--- src/rtl/batcharger_ctrl_param.sv ---
// rtl/batcharger_ctrl_param.sv - battery charger mode controller (TC/CC/CV, timeout, temperature fault)
// Optional END->WAIT recharge enabled by macro BATCHARGER_RECHARGE_EN.
module batcharger_ctrl_param #(
  parameter int DW       = 8,
  parameter int TW       = 8,
  parameter int TICK_DIV = 255,
  parameter int DEB      = 4,
  parameter int VHYS     = 2
) (
  input  logic          clk,
  input  logic          rstz,
  input  logic          en,
  input  logic          vtok,
  input  logic [DW-1:0] vbat,
  input  logic [DW-1:0] ibat,
  input  logic [DW-1:0] tbat,
  input  logic [DW-1:0] vcutoff,
  input  logic [DW-1:0] vpreset,
  input  logic [DW-1:0] tempmin,
  input  logic [DW-1:0] tempmax,
  input  logic [DW-1:0] iend,
  input  logic [TW-1:0] tmax,
  output logic          cc,
  output logic          tc,
  output logic          cv,
  output logic          imonen,
  output logic          vmonen,
  output logic          tmonen,
  output logic [2:0]    state,
  output logic          done,
  output logic          fault,
  inout  wire           dvdd,
  inout  wire           dgnd
);

  localparam logic [2:0] S_IDLE  = 3'd0;
  localparam logic [2:0] S_WAIT  = 3'd1;
  localparam logic [2:0] S_END   = 3'd2;
  localparam logic [2:0] S_CC    = 3'd3;
  localparam logic [2:0] S_TC    = 3'd4;
  localparam logic [2:0] S_CV    = 3'd5;
  localparam logic [2:0] S_FAULT = 3'd6;

  // Supply pins are present only for the analog netlist.
  wire unused_supply = &{1'b0, dvdd, dgnd};

  logic [2:0]    st, nxt, tgt;
  logic [3:0]    dcnt;
  logic [15:0]   pre;
  logic [TW-1:0] ticks;
  logic [DW-1:0] vlow;
  logic          temp_ok, charging, timeout, cond, deb_hit, tclr;

  assign vlow     = (vpreset > DW'(VHYS)) ? vpreset - DW'(VHYS) : '0;
  assign temp_ok  = (tbat >= tempmin) && (tbat <= tempmax);
  assign charging = (st == S_TC) || (st == S_CC) || (st == S_CV);
  assign timeout  = (tmax != '0) && (ticks >= tmax);
  assign deb_hit  = vtok && cond && (dcnt == 4'(DEB - 1));

  always_comb begin
    nxt  = st;
    tgt  = st;
    cond = 1'b0;
    case (st)
      S_IDLE: if (en) nxt = S_WAIT;
      S_WAIT: begin
        if (vtok && temp_ok) begin
          if (vbat < vcutoff)      nxt = S_TC;
          else if (vbat < vpreset) nxt = S_CC;
          else                     nxt = S_CV;
        end
      end
      S_TC: begin
        cond = (vbat >= vcutoff);
        tgt  = S_CC;
      end
      S_CC: begin
        cond = (vbat >= vpreset);
        tgt  = S_CV;
      end
      S_CV: begin
        // End-of-charge wins over the drop back to constant current.
        if (ibat < iend) begin
          cond = 1'b1;
          tgt  = S_END;
        end else if (vbat < vlow) begin
          cond = 1'b1;
          tgt  = S_CC;
        end
      end
      S_END: begin
`ifdef BATCHARGER_RECHARGE_EN
        cond = (vbat < vlow);
        tgt  = S_WAIT;
`endif
      end
      S_FAULT: begin
        cond = temp_ok;
        tgt  = S_WAIT;
      end
      default: nxt = S_IDLE;
    endcase
    if (deb_hit) nxt = tgt;
    if (charging) begin
      if (vtok && !temp_ok) nxt = S_FAULT;
      else if (timeout)     nxt = S_END;
    end
    if (!en) nxt = S_IDLE;
  end

  assign tclr = (st == S_IDLE) || !en || ((st == S_END) && (nxt == S_WAIT));

  always_ff @(posedge clk or negedge rstz) begin
    if (!rstz) begin
      st     <= S_IDLE;
      dcnt   <= '0;
      pre    <= '0;
      ticks  <= '0;
      cc     <= 1'b0;
      tc     <= 1'b0;
      cv     <= 1'b0;
      imonen <= 1'b0;
      vmonen <= 1'b0;
      tmonen <= 1'b0;
      state  <= S_IDLE;
      done   <= 1'b0;
      fault  <= 1'b0;
    end else begin
      st <= nxt;
      if ((nxt != st) || !vtok || !cond) dcnt <= '0;
      else                               dcnt <= dcnt + 4'd1;
      if (tclr) begin
        pre   <= '0;
        ticks <= '0;
      end else if (charging) begin
        if (pre == 16'(TICK_DIV - 1)) begin
          pre <= '0;
          if (ticks != '1) ticks <= ticks + TW'(1);
        end else begin
          pre <= pre + 16'd1;
        end
      end
      cc     <= (st == S_CC);
      tc     <= (st == S_TC);
      cv     <= (st == S_CV);
      imonen <= charging;
      vmonen <= (st != S_IDLE);
      tmonen <= (st != S_IDLE);
      state  <= st;
      done   <= (st == S_END);
      fault  <= (st == S_FAULT);
    end
  end

endmodule
--- config.mk ---
export PLATFORM = sky130hd
export DESIGN_NAME = batcharger_ctrl_param
export DESIGN_NICKNAME = d
export VERILOG_FILES = /design/src/rtl/batcharger_ctrl_param.sv
export SDC_FILE = /design/constraint.sdc
export NUM_CORES = 1
export LEC_CHECK = 0
export ABC_AREA = 1
export CORE_MARGIN = 5
export CORE_UTILIZATION = 52
export DETAILED_ROUTE_END_ITERATION = 10
export GPL_TIMING_DRIVEN = 0
export PLACE_DENSITY = 0.95
export SLEW_MARGIN = 20
export SYNTH_ARGS = -nofsm -noshare
export SYNTH_HDL_FRONTEND = slang
export SYNTH_SLANG_ARGS = --single-unit
--- constraint.sdc ---
create_clock -name clk -period 3.3 [get_ports clk]
set_clock_uncertainty 0.05 [all_clocks]
set_input_delay 0.66 -clock clk [delete_from_list [all_inputs] [get_ports clk]]
set_output_delay 0.66 -clock clk [all_outputs]
set_load 0.01 [all_outputs]
-- Yosys cells after proc, flatten, opt, wreduce, memory -nomap -nowiden
Index checks and enable logic that the tools add are counted.
- equality and inequality tests: 11
- add/subtract/negate cells: 4
- multiplexer cells: 24
- order comparisons: 10
- reductions and logical operators: 25
- operator list (operator ; number):
    16-bit 2-to-1 mux ; 3
    8-bit 2-to-1 mux ; 5
    8-bit >= comparator ; 4
    8-bit < comparator ; 4
    3-bit 2-to-1 mux ; 10
    16-bit by 1-bit adder with 16-bit output (second input constant) ; 1
    16-bit by 8-bit equality test with 1-bit output (second input constant) ; 1
    3-bit one-hot mux with 4 select lines ; 1
    3-bit equality test (second input constant) ; 3
    3-bit one-hot mux with 3 select lines ; 1
    8-bit by 1-bit adder with 8-bit output (second input constant) ; 1
    8-bit by 2-bit > comparator with 1-bit output (second input constant) ; 1
    8-bit less-or-equal comparator ; 1
    8-bit != test (second input constant) ; 1
    8-bit nonzero test ; 1
    8-bit by 2-bit subtractor with 8-bit output (second input constant) ; 1
    1-bit logical AND ; 7
    3-bit by 1-bit equality test with 1-bit output (second input constant) ; 2
    3-bit by 2-bit equality test with 1-bit output (second input constant) ; 2
    1-bit logical OR ; 6
    2-bit nonzero test ; 3
    5-bit OR reduction ; 1
    4-bit by 1-bit adder with 4-bit output (second input constant) ; 1
    4-bit by 2-bit equality test with 1-bit output (second input constant) ; 1
    8 further kinds ; 12
- register bits: 41
- logic and storage cells: 86
- input bits: 76
- output and inout port bits: 13

-- Logic depth before layout (Yosys ltp)
Gate-level depths: netlist (run 1).
- depth in word-level cells: 18
- mapped depth: 24
- mapped depth without buffers: 24

-- Least setup slack after synthesis (run 1)
Ideal clock, no wire load.
- kind: in2reg
- start point: input vpreset[1]
- end point: register dcnt[0]
- stages: 21
- buffers on the path: 0
- setup slack: 0.420 ns
- data required time: 3.179 ns
- arrival time: 2.758 ns
- cell sequence: inv_1 > ha_1 > nand2_1 > o21ai_0 > nand3_1 > ha_1 > a21oi_1 > nor2_1 > a211oi_1 > nand2_1 > nand2_2 > nand2_4 > a21oi_2 > nand3_2 > nand3_2 > nand2_2 > nand2_1 > nand2_1 > nor2_2 > nand2_2 > nor2_1
- word-level cells in the longest chain between the ends: 17
- elaborated cells on any way between the ends: 28
- RTL lines (item ; RTL line ; text):
    start, declared ; 18 ; input logic [DW-1:0] vpreset,
    8-bit by 2-bit subtractor with 8-bit output or 8-bit by 2-bit > comparator with 1-bit output (tied branches) ; 54 ; assign vlow = (vpreset > DW'(VHYS)) ? vpreset - DW'(VHYS) : '0;
    8-bit 2-to-1 mux ; 54 ;
    8-bit < comparator ; 86 ; end else if (vbat < vlow) begin
    1-bit 2-to-1 mux ; 86 ;
    1-bit 2-to-1 mux ; 83 ; if (ibat < iend) begin
    1-bit one-hot mux with 4 select lines ; 64 ; case (st)
    1-bit logical AND (2 in a row) ; 58 ; assign deb_hit = vtok && cond && (dcnt == 4'(DEB - 1));
    3-bit 2-to-1 mux ; 103 ; if (deb_hit) nxt = tgt;
    3-bit 2-to-1 mux ; 106 ; else if (timeout) nxt = S_END;
    3-bit 2-to-1 mux ; 105 ; if (vtok && !temp_ok) nxt = S_FAULT;
    3-bit 2-to-1 mux ; 104 ; if (charging) begin
    3-bit 2-to-1 mux ; 108 ; if (!en) nxt = S_IDLE;
    3-bit != test ; 130 ; if ((nxt != st) || !vtok || !cond) dcnt <= '0;
    1-bit logical OR ; 130 ;
    1-bit logical OR (*) ; 130 ;
    4-bit 2-to-1 mux (*) ; 130 ;
    end signal, assigned ; 131 ; else dcnt <= dcnt + 4'd1;
    end, declared ; 48 ; logic [3:0] dcnt;
Mark *: on every way between the ends. The rest lies on a longest branch, timed or not.
A chain may end at the register's enable or synchronous reset.

-- Worst setup path after layout (run 1)
Ends and elaborated chain as after synthesis.

==> results.toml, run 1 <==
[run_status]
outcome = "complete, no violations"

[global_routing]
grt.overflow.total = 0
grt_pass1_vias = 3857
grt_max_degree = 36
grt.total_usage = 0.223
grt_antenna_before_repair = 0
grt_pass1_wl_um = 16300

[pwr]
p_leak_nw = 2.48
fin_total_pwr_mw = 1.51
max-vdd-ir-drop_mv = 0.187
power_per_cell_area_nw_per_um2 = 301

[placed_design]
postPlaceCellArea_um2 = 4770
numPortBuffers = 86
place_inst = 698
dp_hpwl_um = 7830
place_ws_ns = -0.471
gp_congestion = 0.898

[critical_path]
crit_fanout = 5
critPathLaunch = "vpreset[1]"
cp.arrival_ns = 3.40
rr_startpoint = "ticks[3]$_DFFE_PN0P_"
critPathCaptureType = "register"
crit_chain = "dlygate4sd2_1, inv_2, ha_4, nand2_4, o21ai_0, o21ai_1, nand2_1, ha_1, nand2_1, nor2_1, a211oi_1, nand2_1, nand2_2, nand2_4, a21oi_4, nand3_2, nand3_2, nand2_2, nand2_1, nand2_1, nor2_2, nand2_2, nor2_1"
critPathTopFamily = "simple AND/OR/NAND/NOR gates"
slowest_stage = "dlygate4sd2_1"
startpoint_type = "input pin"
required_ns = 3.47
slowest_delay_ns = 0.26
critPathBufInv = 2
rr_worst_depth = 14
reg2reg_to = "dcnt[0]$_DFF_PN0_"
crit_type = "in2reg"
cpMostUsedCell = "nand2_1"
r2r_setup_slack_ns = 0.78

[timing]
drv_slew = 0
fmax_mhz = 310
hold_violations = 0
finalCritPeriodShare = 0.977
finalSetupViolations = 0
worst_pin_slew_ns = 0.750
slew_headroom = 0.499
holdWs_ns = 0.149
min_period_ns = 3.22
worst_slack_ns = 0.0761
untimed_endpoints = 2

[synthesis]
synth_area_per_cell_um2 = 7.37
synthXorXnorAreaFrac = 0.00464
synth_ff_type = "dfrtp_1"
synth_edf_count = 0
yosys.cell_types.count = 45
synth_area_leaders = "dfrtp_1, ha_1, inv_1"
synthCells = 512
synthMuxAreaShare = 0
synth_fp_nets = 649
ys_seq_elements = 41
synth.largest_area_cell = "dfrtp_1"
synth-adder-area-share = 0.196
synth.top_cell.area_share = 0.272
syn-cell-area_um2 = 3770
async_reset_ff_frac = 1.00
synth_top_family_by_area = "simple AND/OR/NAND/NOR gates"
ys_seq_area_frac = 0.272
synth_compound_area_frac = 0.129
synthSimpleGateAreaFrac = 0.277
yosys_warnings = 0

[cells_and_area]
fin_area_um2 = 5030
fillerInstances = 534
area_delta_synth_final_pct = 33.3
final_nets = 751
drive_gt1_frac = 0.133
multiInputGateArea_um2 = 2370
antennaDiodeCount = 0
final_cells = 714
register_area_um2 = 1030

[cts]
insertion_delay_ns = 0.30
ctsHoldBuffers = 0
cts.clk_slew.worst_paths_ns = 0.08
cts_sinks = 41
tritoncts = "built"
numCtsBuffers = 5
htreeDepth = 2
clock_path_buffers = 2
cts_root_buffer = "clkbuf_8"

[route]
wirelength_um = 9870
drt_iter0_markers = 223
dr.pass1.iters = 4
via_per_inst = 5.40
post_drt_wl_per_cell_um = 13.8
via_count = 3859
antenna_left = 0
drc = 0

[floorplan]
die_w_um = 95.2
core.rowCount = 31
die_y_um = 95.2
initial_core_util = 0.526
die_area_um2 = 9060
core_area_um2 = 7180
ios = 89

[hold_path]
min_path_type = "in2async"

[run]
drv_cap = 0
[registers in the layout, summed over array words and instances, names as in the netlist]
register  cells
tmonen        1
state         3
cc            1
st            3
done          1
tc            1
ticks         8
imonen        1
dcnt          4
fault         1
pre          16
cv            1
[worst max-delay path by stage]
stage / to / slack (ns) / depth (start not counted)
2_1_floorplan: dcnt[0]$_DFF_PN0_ / 0.42 / 21
3_3_place_gp: dcnt[0]$_DFF_PN0_ / -0.28 / 23
3_5_place_dp: dcnt[0]$_DFF_PN0_ / -0.47 / 23
4_1_cts: dcnt[0]$_DFF_PN0_ / 0.03 / 21
5_1_grt: dcnt[0]$_DFF_PN0_ / -0.08 / 23
6_report: dcnt[0]$_DFF_PN0_ / 0.08 / 23
[layout make-up]
cell class,count,share of cell area
plain buffers,5,0.00772
inverters,109,0.0831
repair buffers,95,0.185
multi-input cells,357,0.472
clock inverters,3,0.00921
flip-flops and latches,41,0.204
well taps,99,0.0246
clock buffers,5,0.0137
[power by group]
part	switching, mW	internal (mW)	total (mW)
combinational	0.316	0.247	0.563
sequential	0.0139	0.529	0.543
clock	0.182	0.226	0.409
total	0.513	1.00	1.51
[Yosys cell counts, types with 2 or more instances]
master	n
a211oi_1	2
a21oi_1	37
a31oi_1	2
buf_4	3
dfrtp_1	41
ha_1	59
inv_1	100
inv_2	6
nand2_1	85
nand2_2	6
nand3_1	31
nand3_2	3
nand4_1	10
nor2_1	35
nor2_2	4
nor2_4	7
nor3_1	16
nor3_2	2
nor3b_1	2
nor4_1	4
o21ai_0	28
o21ai_1	6
[per-layer routing]
| metal | track usage | share of wire |
|---|---|---|
| met1 | 0.247 | 0.39 |
| met2 | 0.415 | 0.53 |
| met3 | 0.0505 | 0.055 |
| met4 | 0.0757 | 0.028 |
| met5 | 0 | 0 |
[what timing repair did]
item                                   in CTS  in global routing
resized for setup                          18                 18
setup buffers                               7                  1
endpoints found under the hold margin       0                  0
setup endpoints to repair                   4                  4
pin swaps                                  16                 13
[layout by cell type, fill, tap and decap left out, types with 2 or more instances in the layout]
cell type	instances
nor4_1	4
dlygate4sd2_1	4
a211oi_1	2
dfrtp_1	41
o21ai_1	7
o21ai_2	2
inv_2	9
clkbuf_8	5
nor2_4	8
buf_4	11
nand4_1	10
buf_2	2
clkdlybuf4s50_1	77
nor2_2	6
o21ai_0	26
nand3_2	5
nor2_1	32
nand2_1	80
nor3_2	2
nor3b_1	2
nor3_1	16
inv_1	97
nand2_2	9
a31oi_1	2
nand3_1	28
ha_1	58
a21oi_1	36
dlymetal6s2s_1	2
nand2_4	3
clkinv_4	2
[kinds of logic (layout without fill, tap and decap cells)]
family / Yosys count / in the layout
AND/OR/NAND/NOR: 211 / 211
buffers and inverters: 114 / 217
AO/OA/AOI/OAI: 85 / 85
adder cells (fa/ha/maj): 59 / 59
flip-flops: 41 / 41
XOR/XNOR: 2 / 2
[stage by stage]
stage	TNS [ns]	utilization
6_report	0	0.700
5_1_grt	-0.275	0.700
4_1_cts	0	0.692
3_3_place_gp	-1.20	0.663
2_1_floorplan	0	-
3_5_place_dp	-2.11	0.665
[worst reg2reg max path, cell delays in order (launching register included)]
cell       delay, ns
dfrtp_1         0.43
ha_1            0.32
a21oi_1         0.16
o21ai_0         0.11
nand2_1         0.08
o2111ai_1       0.11
o311ai_2        0.14
nand2_1         0.15
nor2_1          0.23
nand3_2         0.12
nand2_1         0.08
nand3_1         0.09
nor2_2          0.16
nand2_2         0.11
nor2_1          0.11
Note: power is estimated with default switching activity, not from simulation.
==> run 2: changes to the inputs <==
--- a/config.mk
+++ b/config.mk
@@ -11,6 +11,7 @@
 export DETAILED_ROUTE_END_ITERATION = 10
 export GPL_TIMING_DRIVEN = 0
 export PLACE_DENSITY = 0.95
+export SKIP_CTS_REPAIR_TIMING = 1
 export SLEW_MARGIN = 20
 export SYNTH_ARGS = -nofsm -noshare
 export SYNTH_HDL_FRONTEND = slang
==> results.toml, run 2 (same netlist as run 1, synthesis figures left out) <==
[run_status]
outcome = "complete, no violations"

[timing]
hold_violations = 0
worst_pin_slew_ns = 0.718
setup-tns-final_ns = 0
drv_slew = 0
finalSetupViolations = 0
untimed_endpoints = 2
finalCritPeriodShare = 0.952
slew_headroom = 0.521
holdWs_ns = 0.140
min_period_ns = 3.14
fmax_mhz = 318
worst_slack_ns = 0.160

[critical_path]
rr_startpoint = "ticks[1]$_DFFE_PN0P_"
critPathCaptureType = "register"
cp.arrival_ns = 3.32
required_ns = 3.48
reg2reg_to = "dcnt[0]$_DFF_PN0_"
r2r_setup_slack_ns = 0.88
crit_fanout = 7
crit_type = "in2reg"
rr_worst_depth = 14
critPathLaunch = "vpreset[4]"
cp-endpoint = "dcnt[0]$_DFF_PN0_"
startpoint_type = "input pin"

[floorplan]
core_area_um2 = 7180
core.rowCount = 31
ios = 89
initial_core_util = 0.526
die_w_um = 95.2
die_area_um2 = 9060
die_y_um = 95.2

[cells_and_area]
fin_util = 0.704
antennaDiodeCount = 0
mostFrequentLayoutCell = "inv_1"
largest_reg_flops = 16
top_regs = "pre (16), ticks (8), dcnt (4)"
drive_gt1_frac = 0.126
final_nets = 749
regMostFlops = "pre"
area_delta_synth_final_pct = 34.0
mostFrequentLayoutCells = "inv_1, nand2_1, clkdlybuf4s50_1"

[pwr]
max-vdd-ir-drop_mv = 0.193
power_frac_comb = 0.371
fin_total_pwr_mw = 1.52
p_int_mw = 1.01
switching_power_mw = 0.516
swShare = 0.339
p_leak_nw = 2.53
p_seq_frac = 0.357
power_per_cell_area_nw_per_um2 = 301
power.share.clock = 0.273

[global_routing]
grt_pass1_vias = 3778
grt_pass1_wl_um = 15900
grt.total_usage = 0.216
grt_max_degree = 36
grt.overflow.total = 0
grt_antenna_before_repair = 0

[route]
drc = 0
highest_layer = "met4"
via_per_inst = 5.42
drt_iter0_markers = 192
antenna_left = 0
wl_met1_um = 3770
wirelength_um = 9770
post_drt_wl_per_cell_um = 13.7
dr.pass1.iters = 4
route.met2.wl_um = 5170
wl_met3_um = 541
via_count = 3858

[cts]
tritoncts = "built"
numCtsBuffers = 5
cts.clk_slew.worst_paths_ns = 0.09
clock_path_buffers = 2
cts_sinks = 41
insertion_delay_ns = 0.30
cts_root_buffer = "clkbuf_8"
htreeDepth = 2

[placed_design]
gp_congestion = 0.898
dp_hpwl_um = 7830
numPortBuffers = 86
place_ws_ns = -0.471

[run]
drv_cap = 0

[hold_path]
min_path_type = "in2async"
==> run 2: cell count changes in the layout (fill, tap and decap cells not counted), sizes merged <==
cell           before  now
clkbuf              6    5
dlygate4sd2         4    0
clkdlybuf4s50      77   76
buf                15   13
clkdlybuf4s15       1    0
dlymetal6s2s        2    9
==> run 2: power groups by stage <==
stage	registers, mW	logic [mW]	clock network (mW)
floorplan	0.557	0.306	0
global placement	0.551	0.508	0
detailed placement	0.552	0.539	0
CTS	0.543	0.542	0.412
global route	0.546	0.631	0.433
finish	0.543	0.564	0.415
==> run 2: critical path, cell delays in order <==
cell and delay (ns):
dlymetal6s2s_1 0.20, nor2_4 0.16, nand4_1 0.31, buf_4 0.25, nand2_1 0.05, ha_1 0.23
nand2_1 0.07, inv_1 0.04, nand2_1 0.05, nand2_1 0.06, nand2_1 0.06, nand2_1 0.06
nand2_2 0.10, nand2_4 0.08, a21oi_4 0.16, nand3_2 0.08, nand3_2 0.12, nand2_2 0.06
nand2_1 0.06, nand2_1 0.07, nor2_2 0.15, nand2_2 0.12, nor2_1 0.12
==> run 2: layer usage <==
metal,track usage,up-vias
li1,-,1888
met1,0.240,1816
met2,0.400,121
met3,0.0521,33
met4,0.0685,0
met5,0,-
==> run 2: metrics by stage <==
step | cell area (um2) | instances
floorplan | 3770 | 512
global placement | 4760 | 697
detailed placement | 4770 | 698
CTS | 4890 | 706
global route | 5050 | 712
finish | 5050 | 712
==> run 2: worst min path at each step <==
stage	slack [ns]	startpoint	end	cells after the start
after global placement	0.31	st[0]$_DFF_PN0_	state[0]$_DFF_PN0_	0
after CTS	0.15	rstz	done$_DFF_PN0_	1
final	0.14	rstz	done$_DFF_PN0_	1
after global routing	0.14	rstz	state[0]$_DFF_PN0_	1
after detailed placement	0.32	st[0]$_DFF_PN0_	state[0]$_DFF_PN0_	0
after floorplan	0.30	st[0]$_DFF_PN0_	state[0]$_DFF_PN0_	0
==> run 2: layout make-up <==
class	instances	area [um2]
buffer	5	38.8
clock inverter	3	46.3
sequential	41	1030
fill	542	2120
timing repair buffer	93	943
tap	99	124
inverter	109	418
clock buffer	5	68.8
multi-input combinational	357	2390
==> run 3: changes to the inputs <==
--- a/config.mk
+++ b/config.mk
@@ -6,7 +6,7 @@
 export NUM_CORES = 1
 export LEC_CHECK = 0
 export ABC_AREA = 1
-export CORE_MARGIN = 5
+export CORE_MARGIN = 8
 export CORE_UTILIZATION = 52
 export DETAILED_ROUTE_END_ITERATION = 10
 export GPL_TIMING_DRIVEN = 0
==> results.toml, run 3 (same netlist as run 1, synthesis figures left out) <==
[route]
dr.pass1.iters = 5
post_drt_wl_per_cell_um = 14.0
antenna_left = 0
via_per_inst = 5.29
drc = 0
drt_iter0_markers = 261
via_count = 3763
wirelength_um = 9960

[hold_path]
min_path_type = "in2async"

[cells_and_area]
top_regs = "pre (16), ticks (8), dcnt (4)"
area_delta_synth_final_pct = 32.2
regMostFlops = "pre"
fillerInstances = 558
largest_reg_flops = 16
mostFrequentLayoutCell = "inv_1"
mostFrequentLayoutCells = "inv_1, nand2_1, clkdlybuf4s50_1"
drive_gt1_frac = 0.121
final_nets = 748
fin_util = 0.699
antennaDiodeCount = 0

[pwr]
power.share.clock = 0.230
p_leak_nw = 2.50
switching_power_mw = 0.510
max-vdd-ir-drop_mv = 0.190
swShare = 0.355
p_seq_frac = 0.378
power_frac_comb = 0.392
power_per_cell_area_nw_per_um2 = 288
p_int_mw = 0.925

[timing]
worst_pin_slew_ns = 0.875
hold_violations = 0
slew_headroom = 0.416
drv_slew = 0
finalSetupViolations = 0
worst_slack_ns = 0.124
fmax_mhz = 315
finalCritPeriodShare = 0.962
untimed_endpoints = 2
holdWs_ns = 0.152
rsz0062_at_grt = "no"
min_period_ns = 3.18

[critical_path]
rr_startpoint = "st[1]$_DFF_PN0_"
r2r_setup_slack_ns = 0.97
cpMostUsedCell = "nand2_1"
startpoint_type = "input pin"
required_ns = 3.48
crit_chain = "dlymetal6s2s_1, inv_1, ha_4, nand2_4, o21ai_0, o21ai_0, nand2_1, ha_1, nand2_1, nor2_1, a211oi_1, nand2_1, nand2_2, nand2_4, a21oi_4, nand3_2, nand3_2, nand2_1, nand2_1, nand2_1, nand2_1, nand2_2, nor2_2"
crit_type = "in2reg"
critPathCaptureType = "register"
rr_worst_depth = 14
critPathTopFamily = "simple AND/OR/NAND/NOR gates"
slowest_delay_ns = 0.25
reg2reg_to = "ticks[5]$_DFFE_PN0P_"
critPathBufInv = 2
slowest_stage = "ha_1"
critPathLaunch = "vpreset[2]"
cp.arrival_ns = 3.36
crit_fanout = 5

[floorplan]
core.rowCount = 31
die_area_um2 = 10200
core_area_um2 = 7140
ios = 89
initial_core_util = 0.528
die_y_um = 101
die_w_um = 101

[cts]
clock_path_buffers = 2
cts_sinks = 41
tritoncts = "built"
insertion_delay_ns = 0.30
htreeDepth = 2
cts.clk_slew.worst_paths_ns = 0.09
numCtsBuffers = 5
cts_root_buffer = "clkbuf_8"

[global_routing]
grt_antenna_before_repair = 0
grt.total_usage = 0.190
grt_max_degree = 34
grt_pass1_wl_um = 15900
grt_pass1_vias = 3775
grt.overflow.total = 0

[placed_design]
numPortBuffers = 86
dp_hpwl_um = 8030
gp_congestion = 0.920
place_ws_ns = -0.445

[run_status]
outcome = "complete, no violations"

[run]
drv_cap = 0
run 3: how the worst max path moves through the flow:
stage               depth (start not counted)           endpoint  slack (ns)
finish                                     23  dcnt[1]$_DFF_PN0_        0.12
global placement                           23  dcnt[0]$_DFF_PN0_       -0.30
global route                               23  dcnt[1]$_DFF_PN0_        0.01
floorplan                                  21  dcnt[0]$_DFF_PN0_        0.42
CTS                                        23  dcnt[1]$_DFF_PN0_       -0.17
detailed placement                         23  dcnt[1]$_DFF_PN0_       -0.45
run 3: per-stage QoR:
stage | power [mW] | instance area [um2] | TNS [ns] | std cells
2_1_floorplan | 0.863 | 3770 | 0 | 512
6_report | 1.43 | 4990 | 0 | 711
3_3_place_gp | 1.06 | 4760 | -1.31 | 697
5_1_grt | 1.53 | 4990 | 0 | 711
3_5_place_dp | 1.09 | 4770 | -2.04 | 698
4_1_cts | 1.41 | 4860 | -0.651 | 706
run 3: layer usage:
layer | GRT usage | share of wire | routed length (um) | vias up
met4 | 0.0687 | 0.018 | 184 | 0
li1 | - | - | - | 1888
met1 | 0.205 | 0.39 | 3910 | 1732
met3 | 0.0502 | 0.057 | 572 | 23
met2 | 0.346 | 0.53 | 5290 | 120
met5 | 0 | 0 | 0 | -
run 3: power by group through the flow:
stage / clock (mW) / sequential, mW / combinational (mW)
floorplan: 0 / 0.557 / 0.306
global placement: 0 / 0.551 / 0.508
detailed placement: 0 / 0.553 / 0.538
CTS: 0.328 / 0.543 / 0.541
global route: 0.362 / 0.546 / 0.627
finish: 0.330 / 0.543 / 0.562
run 3: layout make-up:
type | instances | area [um2] | area share
plain buffers | 5 | 38.8 | 0.00778
clock buffers | 5 | 68.8 | 0.0138
clock inverters | 3 | 17.5 | 0.00351
inverters | 109 | 418 | 0.0838
multi-input cells | 357 | 2360 | 0.473
flip-flops and latches | 41 | 1030 | 0.206
well taps | 99 | 124 | 0.0248
repair buffers | 92 | 933 | 0.187
